==> src/rtl/jtcontra_gfxrom_arb.sv <==
// Round-robin SDRAM read arbiter for the two Contra graphics ROM ports.
// Define JTCONTRA_ARB_CACHE_EN to keep latched words valid across cs drops.
module jtcontra_gfxrom_arb #(
  parameter int AW = 18,
  parameter int DW = 16
) (
  input  logic          clk,
  input  logic          rst,
  input  logic [AW-1:0] gfx1_addr,
  input  logic          gfx1_cs,
  output logic [DW-1:0] gfx1_data,
  output logic          gfx1_ok,
  input  logic [AW-1:0] gfx2_addr,
  input  logic          gfx2_cs,
  output logic [DW-1:0] gfx2_data,
  output logic          gfx2_ok,
  output logic [AW:0]   sdram_addr,
  output logic          sdram_req,
  input  logic          sdram_ack,
  input  logic          sdram_rdy,
  input  logic [DW-1:0] sdram_din
);

  localparam logic [1:0] IDLE      = 2'd0;
  localparam logic [1:0] WAIT_ACK  = 2'd1;
  localparam logic [1:0] WAIT_DATA = 2'd2;

  logic [1:0]    st;
  logic [AW-1:0] tag1, tag2;
  logic [DW-1:0] dat1, dat2;
  logic          val1, val2;
  logic          last;
  logic          hit1, hit2;
  logic          need1, need2;
  logic          win;
  logic          sel;
  logic          fill;
  logic          busy1, busy2;

  assign hit1  = val1 && (tag1 == gfx1_addr);
  assign hit2  = val2 && (tag2 == gfx2_addr);
  assign need1 = gfx1_cs && !hit1;
  assign need2 = gfx2_cs && !hit2;

  assign gfx1_ok   = gfx1_cs && hit1;
  assign gfx2_ok   = gfx2_cs && hit2;
  assign gfx1_data = dat1;
  assign gfx2_data = dat2;

  // On a tie the requester not served last wins
  assign win = (need1 && need2) ? ~last : need2;
  assign sel = sdram_addr[AW];

  // Ack and rdy together in WAIT_ACK count as a completed read
  assign fill = ((st == WAIT_ACK) && sdram_ack && sdram_rdy)
             || ((st == WAIT_DATA) && sdram_rdy);

  assign busy1 = (st != IDLE) && !sel;
  assign busy2 = (st != IDLE) && sel;

  always_ff @(posedge clk) begin
    if (rst) begin
      st         <= IDLE;
      sdram_req  <= 1'b0;
      sdram_addr <= '0;
      last       <= 1'b1;
    end else begin
      unique case (st)
        IDLE: begin
          if (need1 || need2) begin
            sdram_addr <= {win, win ? gfx2_addr : gfx1_addr};
            sdram_req  <= 1'b1;
            st         <= WAIT_ACK;
          end
        end
        WAIT_ACK: begin
          if (sdram_ack) begin
            sdram_req <= 1'b0;
            st        <= sdram_rdy ? IDLE : WAIT_DATA;
          end
        end
        WAIT_DATA: begin
          if (sdram_rdy) st <= IDLE;
        end
        default: st <= IDLE;
      endcase
      if (fill) last <= sel;
    end
  end

  always_ff @(posedge clk) begin
    if (rst) begin
      tag1 <= '0;
      dat1 <= '0;
      val1 <= 1'b0;
    end else if (fill && !sel) begin
      tag1 <= sdram_addr[AW-1:0];
      dat1 <= sdram_din;
      val1 <= 1'b1;
    end
`ifdef JTCONTRA_ARB_CACHE_EN
`else
    else if (!gfx1_cs && !busy1) begin
      val1 <= 1'b0;
    end
`endif
  end

  always_ff @(posedge clk) begin
    if (rst) begin
      tag2 <= '0;
      dat2 <= '0;
      val2 <= 1'b0;
    end else if (fill && sel) begin
      tag2 <= sdram_addr[AW-1:0];
      dat2 <= sdram_din;
      val2 <= 1'b1;
    end
`ifdef JTCONTRA_ARB_CACHE_EN
`else
    else if (!gfx2_cs && !busy2) begin
      val2 <= 1'b0;
    end
`endif
  end

`ifdef JTCONTRA_ARB_CACHE_EN
  logic unused_busy;
  assign unused_busy = busy1 ^ busy2;
`endif

endmodule

==> config.mk <==
export PLATFORM = sky130hd
export DESIGN_NAME = jtcontra_gfxrom_arb
export DESIGN_NICKNAME = d
export VERILOG_FILES = /design/src/rtl/jtcontra_gfxrom_arb.sv
export SDC_FILE = /design/constraint.sdc
export NUM_CORES = 1
export LEC_CHECK = 0
export CAP_MARGIN = 25
export CORE_MARGIN = 8
export CORE_UTILIZATION = 62
export DETAILED_ROUTE_END_ITERATION = 6
export DONT_BUFFER_PORTS = 1
export GPL_ROUTABILITY_DRIVEN = 0
export MAX_ROUTING_LAYER = met4
export PLACE_DENSITY = 0.8
export SLEW_MARGIN = 40
export SYNTH_ARGS = -nofsm -noshare
export SYNTH_HDL_FRONTEND = slang
export SYNTH_SLANG_ARGS = --single-unit
==> constraint.sdc <==
create_clock -name clk -period 2.7 [get_ports clk]
set_input_delay 0.405 -clock clk [delete_from_list [all_inputs] [get_ports clk]]
set_output_delay 0.405 -clock clk [all_outputs]
set_load 0.005 [all_outputs]
# --- Yosys cells after proc, flatten, opt, wreduce, memory -nomap -nowiden ---
# Cells that the tools add are included.
word_totals:
  in_bits: 58
  elab_cells: 65
  regBits: 93
  output_inout_bits: 54
classes:
  muxes: 14
  reduce_logical: 33
  bitwise_logic: 1
  n_eq_ne: 7
op_table:
  columns: ["cell", "n"]
  rows:
  - ["$eq A18 B18 Y1", 2]
  - ["$mux W18", 1]
  - ["$logic_and A1 B1 Y1", 16]
  - ["$mux W2", 4]
  - ["$reduce_bool A2 Y1", 4]
  - ["$logic_not A1 Y1", 7]
  - ["$mux W1", 7]
  - ["$ne A2 B2 Y1 const B", 3]
  - ["$pmux W2 S3", 1]
  - ["$reduce_and A3 Y1", 2]
  - ["$eq A2 B1 Y1 const B", 1]
  - ["$eq A2 B2 Y1 const B", 1]
  - ["$logic_not A2 Y1", 1]
  - ["$logic_or A1 B1 Y1", 2]
  - ["$pmux W1 S2", 1]
  - ["$reduce_and A2 Y1", 1]
  - ["$not A1 Y1", 1]

# --- Logic depth before layout (Yosys ltp) ---
depth:
  depth_word: 7
  mapped_depth: 8
  ltp_nobuf: 6

# --- Least setup slack after synthesis ---
# Ideal clock, no wire load.
synth_path:
  kind: "in2reg"
  startpoint: "input gfx1_addr[0]"
  endpoint: "register sdram_addr[0]"
  n_path_buf: 2
  setup_time_ps: 91
  t_required_ps: 2609
  t_arrival_ps: 2037
  path_stages: 8
  slack_ps: 572
  cell_sequence: "xnor2_1 nand2_1 or3b_2 o311a_1 or2_1 buf_2 buf_6 a311oi_1"
synth_via:
  elab_chain_len: 7
  word_cells_on_any_way: 9
  cone_classes: "eq/ne (1); mux (2); reduce/logical (6)"
synth_lines:
  columns: ["item", "line", "source"]
  rows:
  - ["start, declared", "9", "input logic [AW-1:0] gfx1_addr,"]
  - ["$eq A18 B18 Y1", "40", "assign hit1 = val1 && (tag1 == gfx1_addr);"]
  - ["$logic_and A1 B1 Y1", "40", null]
  - ["$logic_not A1 Y1", "42", "assign need1 = gfx1_cs && !hit1;"]
  - ["$logic_and A1 B1 Y1", "42", null]
  - ["$logic_and A1 B1 Y1", "51", "assign win = (need1 && need2) ? ~last : need2;"]
  - ["$mux W1", "51", null]
  - ["$mux W18", "71", "sdram_addr <= {win, win ? gfx2_addr : gfx1_addr};"]
  - ["end signal, assigned", "71", null]
  - ["end, declared", "17", "output logic [AW:0] sdram_addr,"]
# Several ways; a longest one is shown, not always the timed one.
# A chain may end at the register's enable or synchronous reset.

# --- Final worst setup path ---
layout_path:
  startpoint: "register tag2[8]"
  endpoint: "output gfx2_ok"
layout_via:
  elab_chain_len: 3
layout_lines:
  columns: ["item", "line", "source"]
  rows:
  - ["start, declared", "29", "logic [AW-1:0] tag1, tag2;"]
  - ["start signal, assigned", "115", "tag2 <= sdram_addr[AW-1:0];"]
  - ["$eq A18 B18 Y1", "41", "assign hit2 = val2 && (tag2 == gfx2_addr);"]
  - ["$logic_and A1 B1 Y1", "41", null]
  - ["$logic_and A1 B1 Y1", "46", "assign gfx2_ok = gfx2_cs && hit2;"]
  - ["end, declared", "16", "output logic gfx2_ok,"]
# Every way passes these cells.

==> results.md <==
* Die Y at 96.0 microns
* H-tree depth at 3
* Synth area leaders: dfxtp_1 47%, nand2_1 13%, a21oi_1 9.3%, xor2_1 4.9%, a311oi_1 4.0%
* Sequential share of the synthesized area at 47.0%
* Min Tclk post-route at 2.46 ns
* FILL cells at 531
* Clk_lat worst skew at 0.36 ns
* Worst-Margin Slew at 0.700 ns
* Most frequent cell after synthesis: nand2_1
* CTS tree: yes
* I/O pin cnt at 112
* Data arrival time of the worst path at 2.06 ns
* Gr usage total at 25.8%
* Pwr Density at 670 nW/um^2
* Sink Count at 93
* Max_cap viols at 0
* # rows at 29
* Number of synthesized flops with an enable pin at 0
* FMAX at 406 MHz
* Max_slew headroom at 53.3%
* Via density at 6.33
* Worst Hold Class: in -> reg
* Share of cells above drive strength 1 at 6.61%
* Share of the synthesized area in the top cell type at 47.0%
* Post-CTS setup buffers at 0
* Post-CTS sizing at 0
* Largest net degree at the start of global routing at 94
* Starting Density at 63.1%
* RSZ-0062 raised after global routing: no
* Post-route setup TNS at 0 ns
* Global-route wire length before repair at 18000 microns
* Full die area at 9210 sq um
* CP Max Fanout at 2
* Final Instance Count excl. Fillers at 576
* Detail Route Antenna Nets at 0
* CTS root buffer: clkbuf_8
* Outcome: finished clean
* Nets at 552
* Reg clk slew, reported paths at 0.09 ns
* Clk_skew at 0.0121 ns
* Core area at 6280 sq um
* Synth cell types at 31
* Vias in the first global route at 3633
* Antenna cells at 0
* Initial DRC count at 351
* Total wire length at 11300 microns
* Worst IR Drop VDD at 0.000560 V
* Cells after Synth at 503
* Post-synth top area cell: dfxtp_1
* Cell Area, Synth at 3960 sq um
* Core Util, Final at 68.6%
* Final Hold Viols at 0
* Area of the multi-input gates at 1960 sq um
* # hold bufs at CTS at 0
* Setup crit start kind: flip-flop
* Yosys warns at 0
* DP HPWL at 8050 microns
* Sequential Area at 1860 sq um
* Final slew viol count at 0
* Initial antenna violation count at 0
* Synthesis-to-layout area growth at 8.65%
* Residual DRC count at 0
* Via count at 3644
* Pre-antenna DRT Iters at 5
* Worst Setup End Kind: primary output
* Synth Flop Type: dfxtp_1
* #FFs+latches synth at 93
* Post-synth ARST share at 0%
* Crit path required time at 2.30 ns
* Total gr overflow at 0
* Total CTS buffers at 9
* Die X at 96.0 microns
* Worst Setup Path Type: reg -> out
* Average wire per standard cell at 19.6 microns
* Leak pwr at 1.43 nW
* # setup viols final at 0
* CTS max path bufs at 2
* Port Buf Inserts at 0
* Syn nets at 561
* Post-Place Cells at 560
* Synth cell count leaders: 142 x nand2_1, 93 x dfxtp_1, 74 x a21oi_1
* Syn_area_per_cell at 7.88 sq um
* Final Cycle Share at 91.2%
power breakdown:
group | internal [W] | switching, W
logic | 0.0000961 | 0.000155
clock network | 0.000649 | 0.000496
registers | 0.00143 | 0.0000636
layer usage:
metal / share of wire [%] / vias to the layer above / track usage (%) / wire length (microns)
li1: - / 1716 / - / -
met1: 39 / 1704 / 31.1 / 4360
met2: 46 / 194 / 39.7 / 5240
met3: 13 / 30 / 7.88 / 1470
met4: 2.1 / 0 / 9.73 / 240
met5: 0 / - / - / 0
cell type report:
class / instances / share of cell area, %
Clock buffer: 10 / 3.20
Clock inverter: 6 / 2.70
Inverter: 3 / 0.261
Multi-Input combinational cell: 374 / 45.5
Sequential cell: 93 / 43.2
Tap cell: 77 / 2.24
Timing Repair Buffer: 13 / 2.85
through the flow:
| stage | power (W) | hold slack (ns) | area [sq um] | worst slack, ns |
|---|---|---|---|---|
| 6_report | 0.00289 | 0.107 | 4310 | 0.239 |
| 5_1_grt | 0.00298 | 0.0833 | 4310 | 0.142 |
| 4_1_cts | 0.00289 | 0.0948 | 4310 | 0.260 |
| 3_5_place_dp | 0.00177 | 0.452 | 4050 | 0.299 |
| 3_3_place_gp | 0.00176 | 0.446 | 4050 | 0.395 |
| 2_1_floorplan | 0.00170 | 0.438 | 3960 | 0.572 |
registers in the layout, indices dropped and copies added (netlist names):
name / count
tag1: 18
gfx2_data: 16
tag2: 18
last: 1
sdram_req: 1
sdram_addr: 19
val2: 1
val1: 1
st: 2
gfx1_data: 16
critical path, cell delays in order (launching register included):
cell     delay [ns]
dfxtp_1        0.33
xor2_1         0.17
or4_1          0.53
nor4_1         0.38
and3_1         0.29
path summary, 6_finish.rpt:
kind                            cells past startpoint  slack (ns)                          to                 start
worst max-delay path                                4        0.24                     gfx2_ok  tag2[8]$_SDFFE_PP0P_
worst min-delay path                                1        0.11        tag1[6]$_SDFFE_PP0P_                   rst
worst max register to register                      6        0.32  sdram_addr[6]$_SDFFE_PP0P_  tag2[6]$_SDFFE_PP0P_
worst min register to register                      2        0.46        tag2[1]$_SDFFE_PP0P_  tag2[1]$_SDFFE_PP0P_
placed cells by master (no fill, tap or decap), types with 11 or more instances in the layout:
master,instances
nand3_1,22
buf_4,11
nand2_1,142
a311oi_1,18
a21oi_1,74
o21ai_0,19
dfxtp_1,93
xor2_1,22
nor3_1,20
xnor2_1,14
cell families (layout without fill, tap and decap cells):
kind of cell,Yosys count,in the layout,share of synthesized area [%]
AOI/OAI and AO/OA,119,119,17.4
and+or+nand+nor,219,219,24.0
DFF,93,93,47.0
xor gates and xnor gates,36,36,7.95
buffers and inverters,36,32,3.69
Power figures use the tool's default switching activity.
